File: config.mk
export PLATFORM = sky130hd
export DESIGN_NAME = shi_reg_ctrl
export DESIGN_NICKNAME = d
export VERILOG_FILES = /design/src/rtl/shi_reg_ctrl.sv
export SDC_FILE = /design/constraint.sdc
export NUM_CORES = 1
export LEC_CHECK = 0
export CAP_MARGIN = 20
export CORE_MARGIN = 3
export CORE_UTILIZATION = 38
export DETAILED_ROUTE_END_ITERATION = 8
export GPL_ROUTABILITY_DRIVEN = 1
export PLACE_DENSITY = 0.95
export SYNTH_ARGS = -nofsm -noshare
export SYNTH_HDL_FRONTEND = slang
export SYNTH_SLANG_ARGS = --single-unit
File: constraint.sdc
create_clock -name clk_i -period 2.4 [get_ports clk_i]
set_clock_uncertainty 0.05 [all_clocks]
set_input_delay 0.24 -clock clk_i [delete_from_list [all_inputs] [get_ports clk_i]]
set_output_delay 0.24 -clock clk_i [all_outputs]
set_load 0.03 [all_outputs]
File: src/rtl/shi_reg_ctrl.sv
// Sequencer for a WORDS-deep shift chain: clears it, fills it from an upstream stream,
// then drains it in FIFO order to a downstream stream with zero backfill.
module shi_reg_ctrl #(
  parameter int unsigned WORDS = 16,
  parameter int unsigned WIDTH = 16
) (
  input  logic                     clk_i,
  input  logic                     rst_i,
  input  logic                     flush_i,
  input  logic                     in_valid_i,
  output logic                     in_ready_o,
  input  logic [WIDTH-1:0]         in_data_i,
  output logic                     out_valid_o,
  input  logic                     out_ready_i,
  output logic [WIDTH-1:0]         out_data_o,
  output logic                     out_last_o,
  output logic                     sr_we_o,
  output logic [WIDTH-1:0]         sr_din_o,
  input  logic [WIDTH-1:0]         sr_dout_i,
  output logic [$clog2(WORDS):0]   count_o
);

  localparam int unsigned CntW = $clog2(WORDS);
  localparam logic [CntW-1:0] LastIdx = CntW'(WORDS - 1);

  typedef enum logic [1:0] {StClear, StFill, StDrain} state_e;

  state_e          state_q, state_d;
  logic [CntW-1:0] cnt_q, cnt_d;
  logic [CntW:0]   count_q, count_d;

  always_ff @(posedge clk_i or posedge rst_i) begin
    if (rst_i) begin
      state_q <= StClear;
      cnt_q   <= '0;
      count_q <= '0;
    end else begin
      state_q <= state_d;
      cnt_q   <= cnt_d;
      count_q <= count_d;
    end
  end

  always_comb begin
    state_d     = state_q;
    cnt_d       = cnt_q;
    count_d     = count_q;
    in_ready_o  = 1'b0;
    out_valid_o = 1'b0;
    out_last_o  = 1'b0;
    sr_we_o     = 1'b0;
    sr_din_o    = '0;

    if (flush_i) begin
      // Abort suppresses every handshake this cycle and restarts the clear sweep.
      state_d = StClear;
      cnt_d   = '0;
      count_d = '0;
    end else begin
      unique case (state_q)
        StClear: begin
          sr_we_o = 1'b1;
          cnt_d   = cnt_q + CntW'(1);
          if (cnt_q == LastIdx) begin
            state_d = StFill;
            cnt_d   = '0;
          end
        end
        StFill: begin
          in_ready_o = 1'b1;
          if (in_valid_i) begin
            sr_we_o  = 1'b1;
            sr_din_o = in_data_i;
            cnt_d    = cnt_q + CntW'(1);
            count_d  = count_q + (CntW + 1)'(1);
            if (cnt_q == LastIdx) begin
              state_d = StDrain;
              cnt_d   = '0;
            end
          end
        end
        StDrain: begin
          out_valid_o = 1'b1;
          out_last_o  = (cnt_q == LastIdx);
          if (out_ready_i) begin
            sr_we_o = 1'b1;
            cnt_d   = cnt_q + CntW'(1);
            count_d = count_q - (CntW + 1)'(1);
            if (cnt_q == LastIdx) begin
              state_d = StFill;
              cnt_d   = '0;
              count_d = '0;
            end
          end
        end
        default: begin
          state_d = StClear;
          cnt_d   = '0;
          count_d = '0;
        end
      endcase
    end
  end

  assign out_data_o = sr_dout_i;
  assign count_o    = count_q;

endmodule
Yosys cells after proc, flatten, opt, wreduce, memory -nomap -nowiden
Cells that the tools add are included.
Operators by class
  bitwise operators: 0
  mux-type cells: 29
  multipliers: 0
  div/mod/pow operators: 0
  $add $sub $neg: 3
  equal/unequal tests: 7
  reduce and logical (&&, ||, !) cells: 4
  $lt $le $gt $ge: 0
  shifts and indexed selects: 0
Operators with widths (count)
  16-bit two-way mux: 3
  5-bit two-way mux: 4
  4-bit two-way mux: 4
  5-bit one-hot mux with 3 select lines: 1
  4-bit one-hot mux with 3 select lines: 1
  2-bit two-way mux: 5
  1-bit two-way mux: 9
  3-bit inequality test, second input constant: 3
  2-bit one-hot mux with 3 select lines: 1
  3-bit AND reduction: 2
  5-bit by 1-bit adder with 5-bit output, second input constant: 1
  5-bit by 1-bit subtractor with 5-bit output, second input constant: 1
  4-bit by 1-bit adder with 4-bit output, second input constant: 1
  4-bit == test, second input constant: 1
  1-bit one-hot mux with 3 select lines: 1
  2-bit by 1-bit == test with 1-bit output, second input constant: 1
  2-bit == test, second input constant: 1
  2-bit logical NOT: 1
  2-bit inequality test, second input constant: 1
  2-bit AND reduction: 1
Storage, ports and cells
  ROM bits: 0
  output and inout port bits: 41
  memory bits (writable): 0
  bits in registers: 11
  logic and storage cells: 46
  bits in latches: 0
  memories kept: 0
  input bits: 37

Depth between registers and ports, before layout
  depth after elaboration: 5
  mapped depth: 7
  depth with buffers taken out: 6

Worst setup path after synthesis
Ideal clock, no wire load.
  path kind: reg-to-output
  start point: register state_q[0]
  end point: output port sr_we_o
  cell stages (with the launch flop): 4
  setup slack: 0.459 ns
  arrival: 1.651 ns
  cell sequence: dfrtp_1 ha_1 nor2_1 a21boi_0
Between the ends
  cells in the longest elaborated chain, start to end: 3
Ends and longest elaborated chain
  start: declaration: RTL line 28  | state_e state_q, state_d;
  start signal: assignment: RTL line 34  | state_q <= StClear;
  start signal: assignment: RTL line 38  | state_q <= state_d;
  2-bit == test, or another cell as far along: RTL line 60  | unique case (state_q)
  1-bit one-hot mux with 3 select lines (*): RTL line 60
  1-bit two-way mux (*): RTL line 54  | if (flush_i) begin
  end: declaration: RTL line 17  | output logic sr_we_o,
Mark *: on every way between the ends. The rest lies on a longest branch, timed or not.

Worst setup path after layout
  start point: register state_q[1]
  end point: output port in_ready_o
Between the ends
  cells in the longest elaborated chain, start to end: 3
Ends and longest elaborated chain
  2-bit by 1-bit == test with 1-bit output: RTL line 60
  1-bit two-way mux: RTL line 60
  1-bit two-way mux: RTL line 54
  end: declaration: RTL line 11  | output logic in_ready_o,
Every way passes these cells.

==> impl_metrics.tcl <==
set metrics [dict create \
    fmax_mhz 443 \
    wl_um 2880 \
    fillers 228 \
    cpLargestDelayFamily "buffers and inverters" \
    clk_latency_ns 0.27 \
    path_buf_inv 3 \
    cts_tree "built" \
    rsz0062_at_grt "false" \
    grt_pass1_vias 978 \
    endpoint_kind "output pin" \
    syn_inst 130 \
    cts_hold_buf 0 \
    drc 0 \
    dr.pass1.iters 4 \
    ant_nets 0 \
    tns_ns 0 \
    syn_area_per_cell_um2 8.53 \
    wl_per_cell_um 15.1 \
    power.total_mw 0.385 \
    dr_total_vias 1007 \
    htreeDepth 1 \
    hold_violations 0 \
    crit_top_cell "inv_1" \
    synth_fp_nets 174 \
    peakVddDrop_v 0.000254 \
    status "finished clean" \
    grt_start_max_net_pins 17 \
    worst_pin_slew_ns 0.475 \
    coreArea_um2 2610 \
    r2r.worst_path.cells 6 \
    multi_input_area_um2 671 \
    fp.dieW_um 60.0 \
    root_buffer "clkbuf_4" \
    final_nets 206 \
    grt_first_pass_wirelength_um 4470 \
    seq_area_um2 275 \
    path_cells "inv_1 -> ha_1 -> nand2b_1 -> inv_1 -> clkdlybuf4s50_1" \
    post-route-period-util_pct 94.0 \
    worstHoldPathType "in2async" \
    yosys_warnings 0 \
    slew_headroom_pct 68.1 \
    clkTransAtPathRegs_ns 0.07 \
    gp_congestion 0.924 \
    hpwl_um 2270 \
    cp_data_arrival_time_ns 1.96 \
    setup_violations 0 \
    yosysUniqueCellTypes 37 \
    area_growth_pct 31.5 \
    fin_util_pct 55.8 \
    synth_ff_type "dfrtp_1" \
    synth_edf_count 0 \
    die_area_um2 3600 \
    start_util_pct 42.4 \
    yosysSeqAreaShare_pct 24.8 \
    required_ns 2.11 \
    io_buffers 45 \
    grt_antenna_before_repair 0 \
    timing.hold.ws_ns 0.216 \
    overflow 0 \
    cts_buffers 3 \
    n_antenna_cell 0 \
    ys_ff_latch 11 \
    maxCapViolCount 0 \
    worstPathMaxFanout 8 \
    cp_slowest_cell "clkdlybuf4s50_1" \
    drtIter0Drc 33 \
    regToRegSetupSlack_ns 0.54 \
    drive_gt1_share_pct 20.5 \
    ios 78 \
    r2r_end "count_o[3]" \
    async_reset_ff_share_pct 100 \
    r2r-start "state_q[0]" \
    post_cts_buffers 0 \
    die_h_um 60.0 \
    cts_buffer_depth 2 \
    worstSetupPathType "reg2out" \
    cp_slowest_stage_delay_ns 0.66 \
    syn_area_um2 1110 \
    drv_slew 0 \
    pwr_density_cell_nw_per_um2 264 \
    clock-sinks 11 \
    drt-vias-per-instance 5.27 \
    startpoint_type "flop" \
    row_count 18 \
    grt_usage_pct 16.2 \
    leakage_nw 0.660 \
    fin_crit_ns 2.25 \
]
-- placed cells by master, fill, tap and decap left out, types with 4 or more instances in the layout --
master | netlist | routed
nand2b_1 | 4 | 4
dfrtp_1 | 11 | 11
nand2_1 | 5 | 5
and2_1 | 20 | 20
o21ai_0 | 5 | 5
clkdlybuf4s50_1 | 0 | 27
ha_1 | 7 | 7
inv_1 | 8 | 8
a21oi_1 | 5 | 5
o21ai_1 | 5 | 5
buf_4 | 16 | 18
-- logic make-up (layout without fill, tap and decap cells) --
logic type	count (synthesis)	count (layout)	synth area share (%)
buffers and inverters	27	58	15.3
AOI/OAI and AO/OA	29	29	18.6
and+or+nand+nor	53	53	30.7
muxes	1	1	1.02
DFF	11	11	24.8
adders and majority gates	7	7	7.90
xor gates and xnor gates	2	2	1.58
-- worst reg2reg max path: stages (launching register included) --
cell	delay, ns
dfrtp_1	0.40
inv_1	0.08
ha_1	0.28
nor2b_4	0.17
or3_1	0.44
a32oi_1	0.21
o21ai_1	0.10
-- worst max path at each step --
stage,from,to,slack [ns],cells past startpoint
after floorplan,state_q[0],sr_we_o,0.46,3
after global placement,state_q[0],out_last_o,0.38,5
after detailed placement,state_q[1],sr_din_o[15],0.25,6
after CTS,state_q[0],out_last_o,0.04,5
after global routing,state_q[1],in_ready_o,0.009,5
final,state_q[1],in_ready_o,0.15,5
-- cell type report --
| class | count | share of cell area (%) |
|---|---|---|
| multi-input combinational | 92 | 46.0 |
| timing repair buffer | 46 | 28.7 |
| sequential | 11 | 18.9 |
| tap | 30 | 2.58 |
| inverter | 8 | 2.06 |
| clock buffer | 4 | 1.80 |
-- Yosys cell counts, drive strengths merged, types with 2 or more instances --
cell type,number,area [um2]
and2,20,125
buf,18,136
dfrtp,11,275
o21ai,10,50.0
inv,8,30.0
ha,7,87.6
a21oi,5,25.0
nand2,5,18.8
nand2b,5,38.8
nor2b,5,46.3
nand3,4,25.0
nor2,4,15.0
a32oi,3,26.3
nor3,3,15.0
and3,2,15.0
nand3b,2,15.0
o21a,2,15.0
o31ai,2,25.0
xor2,2,17.5
-- per-layer routing --
metal	track usage, %	vias to the layer above	wire length, um	share of wire, %
met1	20.4	481	1180	41
li1	-	495	-	-
met2	25.6	27	1520	53
met3	4.75	4	149	5.2
met5	0	-	0	0
met4	6.96	0	22	0.77
-- sequential cells by signal, indices dropped and copies added, names as in the netlist --
name and count:
state_q 2, count_o 5, cnt_q 4
-- where the power goes --
part | internal, mW | switching [mW]
clock network | 0.0643 | 0.0648
logic | 0.0389 | 0.0239
registers | 0.189 | 0.00432
-- per-stage QoR --
stage	area (um2)	worst slack (ns)	std cells
2_1_floorplan	1110	0.459	130
6_report	1460	0.145	191
5_1_grt	1460	0.00863	191
3_3_place_gp	1420	0.384	187
4_1_cts	1450	0.0375	191
3_5_place_dp	1420	0.248	187
-- what timing repair did --
| action | CTS | global route |
|---|---|---|
| resized for setup | 1 | 2 |
| setup endpoints to repair | 16 | 3 |
| pin swaps | 0 | 0 |
Note: power is estimated with default switching activity, not from simulation.
==> variant 1: new RTL, same flow settings <==
Register the output `count_o` once more, without a reset; this adds one clock of latency there. The other outputs are not delayed to match.
--- a/src/rtl/shi_reg_ctrl.sv
+++ b/src/rtl/shi_reg_ctrl.sv
@@ -103,6 +103,8 @@
   end
 
   assign out_data_o = sr_dout_i;
-  assign count_o    = count_q;
+  always_ff @(posedge clk_i) begin
+    count_o <= count_q;
+  end
 
 endmodule
Behaviour: no difference found for any inputs over 10 cycles, from zero or initial values and one cycle with rst_i high; that may be too few to reach the edited logic, so the function may still have changed.
==> variant 1 against the unedited design <==
Critical path depth grew 1; sequential cell count up 5; routed wire length fell by 6.1%; setup slack improved by 0.10 ns; non-clock buffer count increased by 2; final area grew 7.3%; area after synthesis rose by 7.2%; highest routed layer unchanged; count of clock-buffer cells in the layout stayed put; maximum frequency is 4.7% higher; register-to-register slack got worse by 0.03 ns; synthesized cell count up 0.77%.
Power is left out: it rests on default switching activity, and per cell area and clock period it moved more than threefold.
==> variant 1: results (changes against the unedited design) <==
INFO  metric count_of_unique_library_cells_instantiated_by_yosys = 39 (was 37)
INFO  metric timing.critical_path.fanout_max = 18 (was 8)
INFO  metric comb.multi_input.count = 87 (was 92)
INFO  metric cts.clk_slew.worst_paths = 0.11 ns (was 0.07 ns)
INFO  metric place_ws = 0.3053 ns (was 0.2477 ns)
INFO  metric dr_wl_met2 = 1246 um (was 1521 um)
INFO  metric grt_use_total = 14.62% (was 16.24%)
INFO  metric final-nonclk-buf-share = 27.52% (was 28.67%)
INFO  metric drt_iter0_drc = 53 (was 33)
INFO  metric finalNetCount = 208 (was 206)
INFO  metric ff2ff_setup_slack = 0.51 ns (was 0.54 ns)
INFO  metric largest_cells_by_area_after_synthesis = sky130_fd_sc_hd__dfrtp_1 (23%), sky130_fd_sc_hd__buf_4 (10%), sky130_fd_sc_hd__and3_1 (8.9%) (was sky130_fd_sc_hd__dfrtp_1 (25%), sky130_fd_sc_hd__and2_1 (11%), sky130_fd_sc_hd__buf_4 (11%))
INFO  metric place.gp.congestion = 0.9529 (was 0.9235)
INFO  metric half_perimeter_wire_length_after_detailed_placement = 2042 um (was 2273 um)
INFO  metric synthXorXnorAreaFrac = 1.474% (was 1.580%)
INFO  metric grt_pass1_wl = 4133 um (was 4471 um)
INFO  metric async_reset_ff_share = 68.75% (was 100.0%)
INFO  metric grt_util_met2 = 22.27% (was 25.62%)
INFO  metric seq-cell-share = 24.00% (was 18.88%)
INFO  metric drive_above_1_share = 20.25% (was 20.50%)
INFO  metric grt_util_met1 = 18.54% (was 20.45%)
INFO  metric run_status = complete, no violations (unchanged)
INFO  metric min-delay-path-class = input pin to asynchronous set/reset pin (unchanged)
INFO  metric maximum_number_of_pins_on_one_net_before_global_route_repair = 19 (was 17)
INFO  metric routedLengthMet1 = 1136 um (was 1183 um)
INFO  metric synth_compound_area_share = 14.21% (was 18.62%)
INFO  metric reg_to_reg_end = state_q[1] (was count_o[3])
INFO  metric yosys.area_share.adder = 7.368% (was 7.901%)
INFO  metric met3_length = 272 um (was 149 um)
INFO  metric crit_path_to = sr_din_o[7] (was in_ready_o)
INFO  metric design.seq.count = 16 (was 11)
INFO  metric via_count_of_the_first_global_routing_pass = 972 (was 978)
INFO  metric seq_area_frac_synth = 31.58% (was 24.83%)
INFO  metric use_met3 = 4.752% (about the same)
INFO  metric layout.non_clock_buffers = 48 (was 46)
INFO  metric clock_area_share = 2.320% (was 1.803%)
INFO  metric r2r_depth = 5 (was 6)
INFO  metric route.detailed.wl_per_inst = 13.18 um (was 15.05 um)
INFO  metric max-slew-margin-rel = 70.74% (was 68.10%)
INFO  metric routed_via_density = 5.020 (was 5.272)
INFO  metric setup_slack = 0.2457 ns (was 0.1450 ns)
==> variant 1: worst max-delay path, cell delays in order, from the launching register on <==
cell	delay (ns)
sky130_fd_sc_hd__dfrtp_1	0.43
sky130_fd_sc_hd__inv_1	0.09
sky130_fd_sc_hd__ha_1	0.31
sky130_fd_sc_hd__nor2b_1	0.18
sky130_fd_sc_hd__buf_4	0.20
sky130_fd_sc_hd__and3_1	0.18
sky130_fd_sc_hd__buf_4	0.16
==> variant 1: per-stage QoR <==
stage	hold WS [ns]	cell area, um2	util [%]	cells
floorplan	0.04244	1189	-	131
global placement	0.3793	1528	53.11	201
detailed placement	0.3792	1528	53.11	201
CTS	0.1921	1562	54.28	205
global route	0.1932	1564	54.37	205
finish	0.1774	1564	54.37	205
==> variant 1: repair_timing <==
action                     CTS  global route
resized for setup            2             1
setup endpoints to repair    2             1
setup buffers                0             0
==> variant 2: new RTL, same settings <==
Without the edit above. Set the parameter `WIDTH` to 24 (it was 16).
--- a/src/rtl/shi_reg_ctrl.sv
+++ b/src/rtl/shi_reg_ctrl.sv
@@ -2,7 +2,7 @@
 // then drains it in FIFO order to a downstream stream with zero backfill.
 module shi_reg_ctrl #(
   parameter int unsigned WORDS = 16,
-  parameter int unsigned WIDTH = 16
+  parameter int unsigned WIDTH = 24
 ) (
   input  logic                     clk_i,
   input  logic                     rst_i,
Interface: changed (resized in_data_i, out_data_o, sr_din_o and sr_dout_i); port bits go from 78 to 110. The function was not compared with the original's and may differ.
==> variant 2 against the unedited design <==
Die area up 9.2%; sequential cell count unchanged; setup slack worse by 0.037 ns; power up 4.6%; register-to-register slack about the same; hold slack worse by 0.020 ns; final area up 14%; global-route usage down 0.17 points; routed wire length up 9.1%; count of clock-buffer cells in the layout unchanged; area after synthesis up 10%; maximum frequency down 1.6%; synthesized cell count up 13%; highest routed layer unchanged.
==> variant 2: results (changes against the unedited design) <==
INFO  metric comb.multi_input.count = 100 (was 92)
INFO  metric clock_area_share = 1.583% (was 1.803%)
INFO  metric drt_iter0_drc = 77 (was 33)
INFO  metric yosys.area_share.adder = 7.165% (was 7.901%)
INFO  metric largest_cells_by_area_after_synthesis = sky130_fd_sc_hd__dfrtp_1 (23%), sky130_fd_sc_hd__buf_4 (15%), sky130_fd_sc_hd__and2_1 (14%) (was sky130_fd_sc_hd__dfrtp_1 (25%), sky130_fd_sc_hd__and2_1 (11%), sky130_fd_sc_hd__buf_4 (11%))
INFO  metric grt_pass1_wl = 5057 um (was 4471 um)
INFO  metric grt_util_met1 = 17.60% (was 20.45%)
INFO  metric route.final.wire_length = 3138 um (was 2875 um)
INFO  metric reg_to_reg_end = cnt_q[3] (was count_o[3])
INFO  metric place.gp.congestion = 0.9004 (was 0.9235)
INFO  metric power_switching_share = 24.63% (was 24.12%)
INFO  metric port-buffer-count = 61 (was 45)
INFO  metric static-leakage-power = 0.7460 nW (was 0.6602 nW)
INFO  metric grt_util_met2 = 28.63% (was 25.62%)
INFO  metric irDropWorstVdd = 107.6 uV (was 253.6 uV)
INFO  metric via_count_of_the_first_global_routing_pass = 1,108 (was 978)
INFO  metric tightestPinTransition = 0.4433 ns (was 0.4745 ns)
INFO  metric synth_mux_area_share = 0.9212% (was 1.016%)
INFO  metric routed_via_density = 4.904 (was 5.272)
INFO  metric drive_above_1_share = 22.04% (was 20.50%)
INFO  metric seq-cell-share = 16.58% (was 18.88%)
INFO  metric maximum_number_of_pins_on_one_net_before_global_route_repair = 25 (was 17)
INFO  metric final-nonclk-buf-share = 33.91% (was 28.67%)
INFO  metric run_status = complete, no violations (unchanged)
INFO  metric route.detailed.wl_per_inst = 13.76 um (was 15.05 um)
INFO  metric multi_input_area_share = 42.95% (was 46.01%)
INFO  metric synthXorXnorAreaFrac = 1.433% (was 1.580%)
INFO  metric comb_power_share = 18.1% (was 16.3%)
INFO  metric yosys-top-cells-count = sky130_fd_sc_hd__and2_1 (28), sky130_fd_sc_hd__buf_4 (24), sky130_fd_sc_hd__dfrtp_1 (11) (was sky130_fd_sc_hd__and2_1 (20), sky130_fd_sc_hd__buf_4 (16), sky130_fd_sc_hd__dfrtp_1 (11))
INFO  metric synth_compound_area_share = 16.89% (was 18.62%)
INFO  metric final.period_utilization = 95.50% (was 93.96%)
INFO  metric layout.non_clock_buffers = 63 (was 46)
INFO  metric post_synth_inst_count = 147 (was 130)
INFO  metric clockPowerShare = 33.8% (was 33.5%)
INFO  metric fin_worst_hold_slack = 0.1957 ns (was 0.2161 ns)
-- variant 2: changes by cell type after synthesis, sizes merged --
| cell | delta |
|---|---|
| and2 | +8 |
| clkbuf | +1 |
| buf | +8 |
-- variant 2: layer usage --
metal	routed length, um	vias to the layer above
met3	271	7
met5	0	-
met2	1566	69
met1	1208	494
met4	91	0
li1	-	548
-- variant 2: through the flow --
step	utilization, %	area (um2)
finish	57.25	1660
global route	57.25	1660
CTS	57.25	1660
detailed placement	56.34	1634
global placement	56.34	1634
floorplan	-	1222
-- variant 2: how the worst max path moves through the flow --
stage                from    endpoint  cells after the start
2_1_floorplan  state_q[0]     sr_we_o                      3
3_3_place_gp   state_q[0]  out_last_o                      5
3_5_place_dp   state_q[0]  out_last_o                      5
4_1_cts        state_q[0]  out_last_o                      5
5_1_grt        state_q[0]  out_last_o                      5
6_report       state_q[0]  out_last_o                      5
